File: src/rtl/fp_addsub_unit.sv
// rtl/fp_addsub_unit.sv - three-stage pipelined single-precision FP add/subtract unit
//
// Purpose: accepts one FADD/FSUB per cycle from the FP issue port and broadcasts
// the truncated result, with its tag and destination, exactly three cycles later.
// Stages: E1 align (registered from the issue inputs), E2 add/subtract,
// E3 normalise/pack (the output registers).
//
// Ports:
//   clk        - clock, rising edge
//   reset      - synchronous, active-high; drops every in-flight op
//   we_i       - issue valid
//   op_i       - 0 = FADD (val1+val2), 1 = FSUB (val1-val2)
//   dst_i      - architectural destination register
//   dst_tag_i  - rename tag of the result
//   val1_i     - operand A
//   val2_i     - operand B
//   we_FP      - result broadcast valid (one cycle per accepted op)
//   tag_FP     - tag of broadcast result (holds while we_FP=0)
//   dst_FP     - destination of broadcast result (holds while we_FP=0)
//   val_FP     - result value (holds while we_FP=0)
//   inflight   - number of valid ops in E1..E2
module fp_addsub_unit #(
   parameter int TAG_W  = 5,
   parameter int REG_W  = 5,
   parameter int DATA_W = 32
) (
   input  logic              clk,
   input  logic              reset,
   input  logic              we_i,
   input  logic              op_i,
   input  logic [REG_W-1:0]  dst_i,
   input  logic [TAG_W-1:0]  dst_tag_i,
   input  logic [DATA_W-1:0] val1_i,
   input  logic [DATA_W-1:0] val2_i,
   output logic              we_FP,
   output logic [TAG_W-1:0]  tag_FP,
   output logic [REG_W-1:0]  dst_FP,
   output logic [DATA_W-1:0] val_FP,
   output logic [1:0]        inflight
);

   // ---------------------------------------------------------------
   // E1 next state: decode, special detection, operand order, align
   // ---------------------------------------------------------------
   logic [7:0]        a_exp, b_exp;
   logic [22:0]       a_frac, b_frac;
   logic              b_sign;
   logic              swap;
   logic [7:0]        x_exp, y_exp, d;
   logic [23:0]       x_mant, y_mant;
   logic              x_sign, y_sign;
   logic              e1_spec_d;
   logic [DATA_W-1:0] e1_spec_val_d;
   logic [23:0]       e1_my_d;

   always_comb begin
      a_exp  = val1_i[30:23];
      b_exp  = val2_i[30:23];
      // Denormals are flushed, so a zero exponent also discards the fraction.
      a_frac = (a_exp == 8'd0) ? 23'd0 : val1_i[22:0];
      b_frac = (b_exp == 8'd0) ? 23'd0 : val2_i[22:0];
      b_sign = val2_i[31] ^ op_i;

      // Strictly-greater test keeps A as X on a magnitude tie.
      swap   = {b_exp, b_frac} > {a_exp, a_frac};
      x_exp  = swap ? b_exp : a_exp;
      y_exp  = swap ? a_exp : b_exp;
      x_sign = swap ? b_sign : val1_i[31];
      y_sign = swap ? val1_i[31] : b_sign;
      x_mant = swap ? {b_exp != 8'd0, b_frac} : {a_exp != 8'd0, a_frac};
      y_mant = swap ? {a_exp != 8'd0, a_frac} : {b_exp != 8'd0, b_frac};

      d       = x_exp - y_exp;
      e1_my_d = (d >= 8'd24) ? 24'd0 : (y_mant >> d);

      // Inf/NaN operands bypass the datapath; A takes precedence over B.
      e1_spec_d     = 1'b0;
      e1_spec_val_d = '0;
      if (a_exp == 8'hFF) begin
         e1_spec_d     = 1'b1;
         e1_spec_val_d = val1_i;
      end else if (b_exp == 8'hFF) begin
         e1_spec_d     = 1'b1;
         e1_spec_val_d = {b_sign, val2_i[30:0]};
      end
   end

   logic              e1_valid_q, e1_spec_q, e1_sign_q, e1_sub_q;
   logic [TAG_W-1:0]  e1_tag_q;
   logic [REG_W-1:0]  e1_dst_q;
   logic [DATA_W-1:0] e1_spec_val_q;
   logic [7:0]        e1_exp_q;
   logic [23:0]       e1_mx_q, e1_my_q;

   always_ff @(posedge clk) begin
      if (reset) begin
         e1_valid_q    <= 1'b0;
         e1_spec_q     <= 1'b0;
         e1_sign_q     <= 1'b0;
         e1_sub_q      <= 1'b0;
         e1_tag_q      <= '0;
         e1_dst_q      <= '0;
         e1_spec_val_q <= '0;
         e1_exp_q      <= '0;
         e1_mx_q       <= '0;
         e1_my_q       <= '0;
      end else begin
         e1_valid_q    <= we_i;
         e1_spec_q     <= e1_spec_d;
         e1_sign_q     <= x_sign;
         e1_sub_q      <= x_sign ^ y_sign;
         e1_tag_q      <= dst_tag_i;
         e1_dst_q      <= dst_i;
         e1_spec_val_q <= e1_spec_val_d;
         e1_exp_q      <= x_exp;
         e1_mx_q       <= x_mant;
         e1_my_q       <= e1_my_d;
      end
   end

   // ---------------------------------------------------------------
   // E2: magnitude add/subtract (X >= Y, so the difference is never negative)
   // ---------------------------------------------------------------
   logic [24:0] e2_m_d;

   always_comb begin
      if (e1_sub_q) e2_m_d = {1'b0, e1_mx_q} - {1'b0, e1_my_q};
      else          e2_m_d = {1'b0, e1_mx_q} + {1'b0, e1_my_q};
   end

   logic              e2_valid_q, e2_spec_q, e2_sign_q;
   logic [TAG_W-1:0]  e2_tag_q;
   logic [REG_W-1:0]  e2_dst_q;
   logic [DATA_W-1:0] e2_spec_val_q;
   logic [7:0]        e2_exp_q;
   logic [24:0]       e2_m_q;

   always_ff @(posedge clk) begin
      if (reset) begin
         e2_valid_q    <= 1'b0;
         e2_spec_q     <= 1'b0;
         e2_sign_q     <= 1'b0;
         e2_tag_q      <= '0;
         e2_dst_q      <= '0;
         e2_spec_val_q <= '0;
         e2_exp_q      <= '0;
         e2_m_q        <= '0;
      end else begin
         e2_valid_q    <= e1_valid_q;
         e2_spec_q     <= e1_spec_q;
         e2_sign_q     <= e1_sign_q;
         e2_tag_q      <= e1_tag_q;
         e2_dst_q      <= e1_dst_q;
         e2_spec_val_q <= e1_spec_val_q;
         e2_exp_q      <= e1_exp_q;
         e2_m_q        <= e2_m_d;
      end
   end

   // ---------------------------------------------------------------
   // E3: normalise, overflow/underflow, pack
   // ---------------------------------------------------------------
   function automatic logic [4:0] lzc24(input logic [23:0] v);
      lzc24 = 5'd24;
      // Ascending scan: the highest set bit is the last to write the count.
      for (int i = 0; i < 24; i++) begin
         if (v[i]) lzc24 = 5'(23 - i);
      end
   endfunction

   logic [4:0]        lz;
   logic signed [9:0] exp_n;
   logic [23:0]       mant_n;
   logic [DATA_W-1:0] val_d;

   always_comb begin
      lz     = lzc24(e2_m_q[23:0]);
      exp_n  = '0;
      mant_n = '0;
      val_d  = '0;
      if (e2_m_q[24]) begin
         exp_n  = $signed({2'b00, e2_exp_q}) + 10'sd1;
         mant_n = e2_m_q[24:1];
      end else begin
         exp_n  = $signed({2'b00, e2_exp_q}) - $signed({5'd0, lz});
         mant_n = e2_m_q[23:0] << lz;
      end

      if (e2_spec_q)                val_d = e2_spec_val_q;
      else if (e2_m_q == 25'd0)     val_d = '0;
      else if (exp_n >= 10'sd255)   val_d = {e2_sign_q, 8'hFF, 23'd0};
      else if (exp_n <= 10'sd0)     val_d = {e2_sign_q, 31'd0};
      else                          val_d = {e2_sign_q, exp_n[7:0], mant_n[22:0]};
   end

   logic              we_q;
   logic [TAG_W-1:0]  tag_q;
   logic [REG_W-1:0]  dst_q;
   logic [DATA_W-1:0] val_q;

   // Payload registers only load on a valid op so they hold across bubbles.
   always_ff @(posedge clk) begin
      if (reset) begin
         we_q  <= 1'b0;
         tag_q <= '0;
         dst_q <= '0;
         val_q <= '0;
      end else begin
         we_q <= e2_valid_q;
         if (e2_valid_q) begin
            tag_q <= e2_tag_q;
            dst_q <= e2_dst_q;
            val_q <= val_d;
         end
      end
   end

   assign we_FP    = we_q;
   assign tag_FP   = tag_q;
   assign dst_FP   = dst_q;
   assign val_FP   = val_q;
   assign inflight = {1'b0, e1_valid_q} + {1'b0, e2_valid_q};

endmodule

File: config.mk
export PLATFORM = sky130hd
export DESIGN_NAME = fp_addsub_unit
export DESIGN_NICKNAME = d
export VERILOG_FILES = /design/src/rtl/fp_addsub_unit.sv
export SDC_FILE = /design/constraint.sdc
export NUM_CORES = 1
export LEC_CHECK = 0
export CORE_MARGIN = 1
export CORE_UTILIZATION = 53
export DETAILED_ROUTE_END_ITERATION = 16
export GPL_ROUTABILITY_DRIVEN = 0
export MAX_ROUTING_LAYER = met4
export PLACE_DENSITY = 0.89
export SLEW_MARGIN = 20
export SYNTH_ARGS = -nofsm -noshare
export SYNTH_HDL_FRONTEND = slang
export SYNTH_SLANG_ARGS = --single-unit
File: constraint.sdc
create_clock -name clk -period 8 [get_ports clk]
set_clock_uncertainty 0.05 [all_clocks]
set_input_delay 2.4 -clock clk [delete_from_list [all_inputs] [get_ports clk]]
set_output_delay 2.4 -clock clk [all_outputs]
set_load 0.02 [all_outputs]
==> results of run 1 <==
==> logic make-up (layout without fill, tap and decap cells) <==
group                      Yosys count  after routing
muxes                              132            132
buffers and inverters              173            258
other                                0              1
AOI/OAI and AO/OA                  357            357
xor gates and xnor gates            54             54
adders and majority gates           67             67
and+or+nand+nor                    618            618
DFF                                223            223
==> routing by layer <==
layer	track usage (%)	vias to the layer above
met5	-	-
met4	13.68	0
met3	4.482	137
met2	46.21	803
met1	35.72	5788
li1	-	5942
==> area by class of cell <==
| cell class | instances | area, µm² | area share [%] |
|---|---|---|---|
| clock buffers | 28 | 624.3 | 3.946 |
| flip-flops and latches | 223 | 4466 | 28.22 |
| inverters | 74 | 277.8 | 1.756 |
| well taps | 330 | 412.9 | 2.610 |
| multi-input cells | 1228 | 8478 | 53.59 |
| repair buffers | 144 | 1409 | 8.905 |
| diodes | 1 | 2.502 | 0.01582 |
| clock inverters | 12 | 151.4 | 0.9569 |
==> critical path, cell delays in order <==
cell and delay [ns]:
clkdlybuf4s50_1 0.52, nor4_1 0.34, nand2_1 0.36, buf_4 0.29, nand2_1 0.13, inv_1 0.07, ha_1 0.33, nand4_1 0.13
nor4_2 0.33, a21boi_2 0.21, o2111a_2 0.22, a21oi_4 0.05, mux2i_1 0.19, ha_1 0.27, nand4b_1 0.13, o311ai_0 0.12
or4b_1 0.67, buf_4 0.29, mux2i_1 0.13, mux2_2 0.28, a21oi_1 0.15, o22ai_1 0.10
==> synth_stat cells (24+ instances only) <==
cell	instances	area, µm²
nor2_1	243	912.1
dfxtp_1	223	4464
nand2_1	145	544.3
mux2i_1	86	860.8
a21oi_1	83	415.4
nor2b_1	74	462.9
inv_1	70	262.8
clkbuf_1	68	255.2
ha_1	65	813.3
o21ai_0	39	195.2
xnor2_1	39	341.6
a211oi_1	37	277.8
a31oi_1	37	231.5
nand3_1	37	185.2
nor3_1	35	175.2
mux4_2	26	585.6
o211ai_1	24	180.2
==> worst max-delay path by stage <==
stage                from     endpoint  slack [ns]  cells after the start
2_1_floorplan  val2_i[24]   e1_my_q[9]        0.25                     26
3_3_place_gp   val2_i[27]   e1_my_q[6]        0.30                     22
3_5_place_dp   val2_i[27]   e1_my_q[6]        0.17                     22
4_1_cts        val2_i[27]   e1_my_q[6]        0.67                     22
5_1_grt        val2_i[27]  e1_my_q[11]        0.25                     21
6_report       val2_i[27]   e1_my_q[6]        0.59                     22
==> flip-flops by register name, indices dropped and copies added, names as in the netlist, 5 cells and up <==
name	cells
dst_FP	5
e1_dst_q	5
e1_exp_q	8
e1_mx_q	24
e1_my_q	24
e1_spec_val_q	32
e1_tag_q	5
e2_dst_q	5
e2_exp_q	8
e2_m_q	25
e2_spec_val_q	32
e2_tag_q	5
tag_FP	5
val_FP	32
==> power by group <==
part	leakage, µW	internal, µW	switching (µW)
logic	0.00422	1130	1680
registers	0.00182	1210	146
clock network	0.000384	654	427
total	0.00643	3000	2250
==> per-stage QoR <==
stage / hold slack [ns] / util [%] / cell area (µm²)
4_1_cts: 0.3858 / 62.61 / 15810
2_1_floorplan: 0.3638 / - / 13650
3_3_place_gp: 0.3655 / 59.54 / 15040
5_1_grt: 0.4002 / 62.65 / 15820
6_report: 0.3832 / 62.65 / 15820
3_5_place_dp: 0.3712 / 59.54 / 15040
==> metrics.md, run 1 <==
| Metric | Value |
|---|---|
| Outcome | finished, final reports clean |
| Crit share post-route | 92.63% |
| Hold Path End | e2_dst_q[3] |
| Number of CTS-inserted buffers | 22 |
| Tmin final | 7.410 ns |
| Final net count | 1,838 |
| CTS tree | done |
| Adder-Cell Fraction of Synth Area | 6.253% |
| FF-to-FF End | val_FP[12] |
| Dpl cells | 1,999 |
| Routed Antenna Nets | 0 |
| Vias | 12,670 |
| Setup TNS | 0 ns |
| Total power | 5252 µW |
| Met2 WL post-DR | 17,300 µm |
| Slew @ Worst Pin | 0.9760 ns |
| Flop2flop setup slack | 2.31 ns |
| Cells after Synth | 1,624 |
| Register-to-Register Path Depth | 20 |
| Setup ws final | 0.5900 ns |
| Filler instances | 2,023 |
| Max_slew headroom | 34.46% |
| Post-Syn Area | 13,650 µm² |
| Via/cell ratio | 6.211 |
| Ys Warns | 0 |
| Number of global-route vias before repair | 11,770 |
| Hold Fails Final Rpt | 0 |
| Post-synthesis compound-gate area fraction | 18.25% |
| Initial Util | 54.04% |
| Die area | 26,390 µm² |
| CP Capture Type | flip-flop |
| Most frequent cells in the layout | nor2_1 (242), dfxtp_1 (222), nand2_1 (145), clkdlybuf4s50_1 (121), mux2i_1 (86) |
| Detail Placement HPWL | 28,760 µm |
| Routed WL | 37,770 µm |
| Required @ worst endpoint | 8.32 ns |
| EDFF count, synth | 0 |
| Max-slew violations | 0 |
| Met3 Wirelength | 3766 µm |
| DR iter-0 viols | 1,492 |
| Synth Net Count | 1,769 |
| MaxCap Viol Count | 0 |
| DRC viols | 0 |
| CTS root buffer | clkbuf_16 |
| Asr flop ratio synth | 0% |
| Crit path launch type | primary input |
| Latest clock arrival within the worst-skew pair | 0.52 ns |
| Largest family of logic cells by synthesized area | simple AND/OR/NAND/NOR gates |
| Worst vdd ir | 0.0001827 V |
| Multiplexer share of the synthesized area | 12.94% |
| Share of layout cells above drive strength 1 | 7.314% |
| Final setup viols | 0 |
| H-tree depth | 1 |
| Lkg Pwr | 0.006428 µW |
| Worst Hold Class | reg2reg |
| Clock transition at path regs | 0.06 ns |
| Register area share after synthesis | 32.71% |
| Max Fclk | 135.0 MHz |
| RSZ-0062 raised after global routing | false |
| Cell count of the worst hold path | 1 |
| Area grow syn2layout | 15.93% |
| Wire per inst | 18.51 µm |
| Clock Path Buffers | 3 |
| DRT Pass-1 Iters | 6 |
| I/O Buffers | 122 |
| Post-CTS Setup Bufs | 0 |
| Die Y | 162.5 µm |
| Most used DFF post-synth | dfxtp_1 |
| First-pass GRT wire length | 59,680 µm |
| XOR/XNOR Fraction of Synth Area | 3.466% |
| Syn avg cell area | 8.403 µm² |
| Commonest non-fill, non-tap cell in the layout | nor2_1 |
| Die width | 162.5 µm |
| Met1 wire length | 14,870 µm |
| Total congestion overflow | 0 |
| Layout Cells excl Fill | 2,040 |
| Crit-path max FO | 15 |
| Row count | 58 |
| Register bit total from synthesis | 223 |
| Synth cell types | 97 |
| Clk sinks | 223 |
| Core area | 25,250 µm² |
| Reg-to-reg startpoint | e2_m_q[1] |
| Worst hold start | e1_dst_q[3] |
| Initial antenna violation count | 1 |
| Crit Path Class | in2reg |
| Largest net degree at the start of global routing | 95 |
| Boundary Pins | 123 |
| Synth Area in Simple Gates | 21.14% |
| Aggregate global-route resource usage | 28.91% |
| Max Used Layer | met4 |
| Arrival @ worst endpoint | 7.73 ns |
| Dpl ws | 0.1721 ns |
| Resized Gates After CTS | 0 |
| Post-CTS Hold Buffers | 0 |
| Pwr Density | 332.0 nW/µm² |
Note: power is estimated with default switching activity, not from simulation.
==> run 2, diff against run 1 <==
Settings changed: CORE_UTILIZATION 53 to 37, PLACE_DENSITY 0.89 to 0.69.
==> run 2 against run 1 <==
- total power increased by 2.1%
- maximum frequency increased by 0.23%
- cell area up 1.5%
- combinational power is essentially flat
- first-iteration DRC count shrank 9.3%
- register-to-register slack lost 0.22 ns
- critical path depth shrank 2
- hold slack hardly changed
- die area rose by 43%
- critical path type unchanged
- critical endpoint is now e1_my_q[0]
==> metrics.md, run 2 (synthesized netlist as in run 1, its figures left out) <==
| Metric | Value |
|---|---|
| Outcome | finished, final reports clean (unchanged) |
| Pint | 3105 µW (was 3001 µW) |
| DR iter-0 viols | 1,353 (was 1,492) |
| Final setup viols | 0 (unchanged) |
| Post-CTS Setup Bufs | 0 (unchanged) |
| Resized Gates After CTS | 0 (unchanged) |
| Launch point of the worst path | val1_i[28] (was val2_i[27]) |
| Delay-heaviest family, CP | simple AND/OR/NAND/NOR gates (unchanged) |
| Vias | 12,370 (was 12,670) |
| Setup ws final | 0.6068 ns (was 0.5900 ns) |
| Boundary Pins | 123 (unchanged) |
| Max_slew headroom | 41.51% (was 34.46%) |
| Number of CTS-inserted buffers | 24 (was 22) |
| Aggregate global-route resource usage | 20.74% (was 28.91%) |
| Clock Path Buffers | 3 (unchanged) |
| Slew @ Worst Pin | 0.8773 ns (was 0.9760 ns) |
| Arrival @ worst endpoint | 7.78 ns (was 7.73 ns) |
| Tmin final | 7.393 ns (was 7.410 ns) |
| Sw Share | 42.11% (was 42.87%) |
| Commonest non-fill, non-tap cell in the layout | nor2_1 (unchanged) |
| Critical path cell sequence | clkdlybuf4s50_1 -> nor4_1 -> nand2_1 -> buf_4 -> nand2_1 -> ha_1 -> nor2b_1 -> o31ai_1 -> a21oi_1 -> o2111a_2 -> a21oi_4 -> mux2i_1 -> ha_1 -> nand4b_1 -> o311ai_0 -> or4b_1 -> mux2_1 -> mux2i_1 -> nand4_1 -> a21boi_1 (was clkdlybuf4s50_1 -> nor4_1 -> nand2_1 -> buf_4 -> nand2_1 -> inv_1 -> ha_1 -> nand4_1 -> nor4_2 -> a21boi_2 -> o2111a_2 -> a21oi_4 -> mux2i_1 -> ha_1 -> nand4b_1 -> o311ai_0 -> or4b_1 -> buf_4 -> mux2i_1 -> mux2_2 -> a21oi_1 -> o22ai_1) |
| Seq pwr share | 25.4% (was 25.8%) |
| Crit Path Class | in2reg (unchanged) |
| Gate power share | 52.3% (was 53.6%) |
| Max-slew violations | 0 (unchanged) |
| Die width | 194.1 µm (was 162.5 µm) |
| Routed Antenna Nets | 0 (unchanged) |
| Max Fclk | 135.3 MHz (was 135.0 MHz) |
| Routed WL | 39,580 µm (was 37,770 µm) |
| Largest net degree at the start of global routing | 95 (unchanged) |
| Flop2flop setup slack | 2.09 ns (was 2.31 ns) |
| Dpl cell area | 15,180 µm² (was 15,040 µm²) |
| H-tree depth | 1 (unchanged) |
| Clock transition at path regs | 0.06 ns (about the same) |
| Crit share post-route | 92.41% (was 92.63%) |
| Row count | 69 (was 58) |
| Crit path launch type | primary input (unchanged) |
| Post-layout util | 44.70% (was 62.65%) |
| Pwr Density | 334.1 nW/µm² (was 332.0 nW/µm²) |
| Total congestion overflow | 0 (unchanged) |
| Reg-to-reg startpoint | e2_m_q[7] (was e2_m_q[1]) |
| Initial Util | 38.00% (was 54.04%) |
| Number of global-route vias before repair | 11,460 (was 11,770) |
| Wire per inst | 18.21 µm (was 18.51 µm) |
| Slowest cell on crit path | or4b_1 (unchanged) |
| Worst vdd ir | 0.0001917 V (was 0.0001827 V) |
| Max incr delay on CP | 0.81 ns (was 0.67 ns) |
| Share of layout cells above drive strength 1 | 7.126% (was 7.314%) |
| DRC viols | 0 (unchanged) |
| Initial antenna violation count | 0 (was 1) |
| Detail Placement HPWL | 30,640 µm (was 28,760 µm) |
| Setup TNS | 0 ns (unchanged) |
| Clk pwr share | 22.3% (was 20.6%) |
| Most frequent cells in the layout | nor2_1 (242), dfxtp_1 (222), nand2_1 (145), clkdlybuf4s50_1 (121), mux2i_1 (86) (unchanged) |
| Latest clock arrival within the worst-skew pair | 0.51 ns (was 0.52 ns) |
| WP buf/inv | 2 (was 4) |
| Die Y | 194.1 µm (was 162.5 µm) |
| First-pass GRT wire length | 61,600 µm (was 59,680 µm) |
| Die area | 37,660 µm² (was 26,390 µm²) |
| Crit-path max FO | 46 (was 15) |
| Clk sinks | 223 (unchanged) |
| Hold Fails Final Rpt | 0 (unchanged) |
| RSZ-0062 raised after global routing | false (unchanged) |
| Ant diodes | 0 (was 1) |
| Net Sw Power | 2258 µW (was 2251 µW) |
| MaxCap Viol Count | 0 (unchanged) |
| Core area | 35,910 µm² (was 25,250 µm²) |
| Lkg Pwr | 0.006440 µW (was 0.006428 µW) |
| Dpl ws | 0.1999 ns (was 0.1721 ns) |
| Area grow syn2layout | 17.63% (was 15.93%) |
| Worst Hold Class | reg2reg (unchanged) |
| Required @ worst endpoint | 8.39 ns (was 8.32 ns) |
| Post-CTS Hold Buffers | 0 (unchanged) |
| I/O Buffers | 122 (unchanged) |
| Final net count | 1,839 (was 1,838) |
| CTS tree | done (unchanged) |
| Finished Cell Area | 16,050 µm² (was 15,820 µm²) |
| CP Capture Type | flip-flop (unchanged) |
| Via/cell ratio | 5.694 (was 6.211) |
| DRT Pass-1 Iters | 8 (was 6) |
| Worst hold start | e1_spec_val_q[19] (was e1_dst_q[3]) |
| CTS root buffer | clkbuf_16 (unchanged) |
-- run 2: final timing paths --
path / cells after the start / endpoint
setup / recovery: 20 / e1_my_q[0]
hold / removal: 1 / e2_spec_val_q[19]
setup reg to reg: 19 / val_FP[20]
hold reg to reg: 1 / e2_spec_val_q[19]
-- run 2: power groups by stage --
stage | clock network (µW) | registers [µW] | logic (µW)
floorplan | 0 | 1320 | 2120
global placement | 0 | 1380 | 2690
detailed placement | 0 | 1380 | 2720
CTS | 1220 | 1350 | 2740
global route | 1270 | 1370 | 3030
finish | 1190 | 1360 | 2810
-- run 2: through the flow --
step | std cells | hold slack (ns) | power (µW)
after floorplan | 1624 | 0.3638 | 3436
after global placement | 2129 | 0.3667 | 4072
after detailed placement | 2129 | 0.3712 | 4097
after CTS | 2173 | 0.3838 | 5319
after global routing | 2173 | 0.4046 | 5673
final | 2173 | 0.3830 | 5363
-- run 2: area by class of cell --
cell class / count / area (µm²)
clock inverters: 12 / 232.7
multi-input cells: 1228 / 8471
flip-flops and latches: 223 / 4466
clock buffers: 32 / 640.6
fillers: 3473 / 19860
repair buffers: 143 / 1389
inverters: 74 / 277.8
well taps: 461 / 576.8
-- run 2: metal layers --
metal / track usage, % / part of all wire [%]
met5: - / 0
met4: 8.113 / 3.7
met3: 2.296 / 8.0
met2: 32.33 / 45
met1: 27.44 / 44
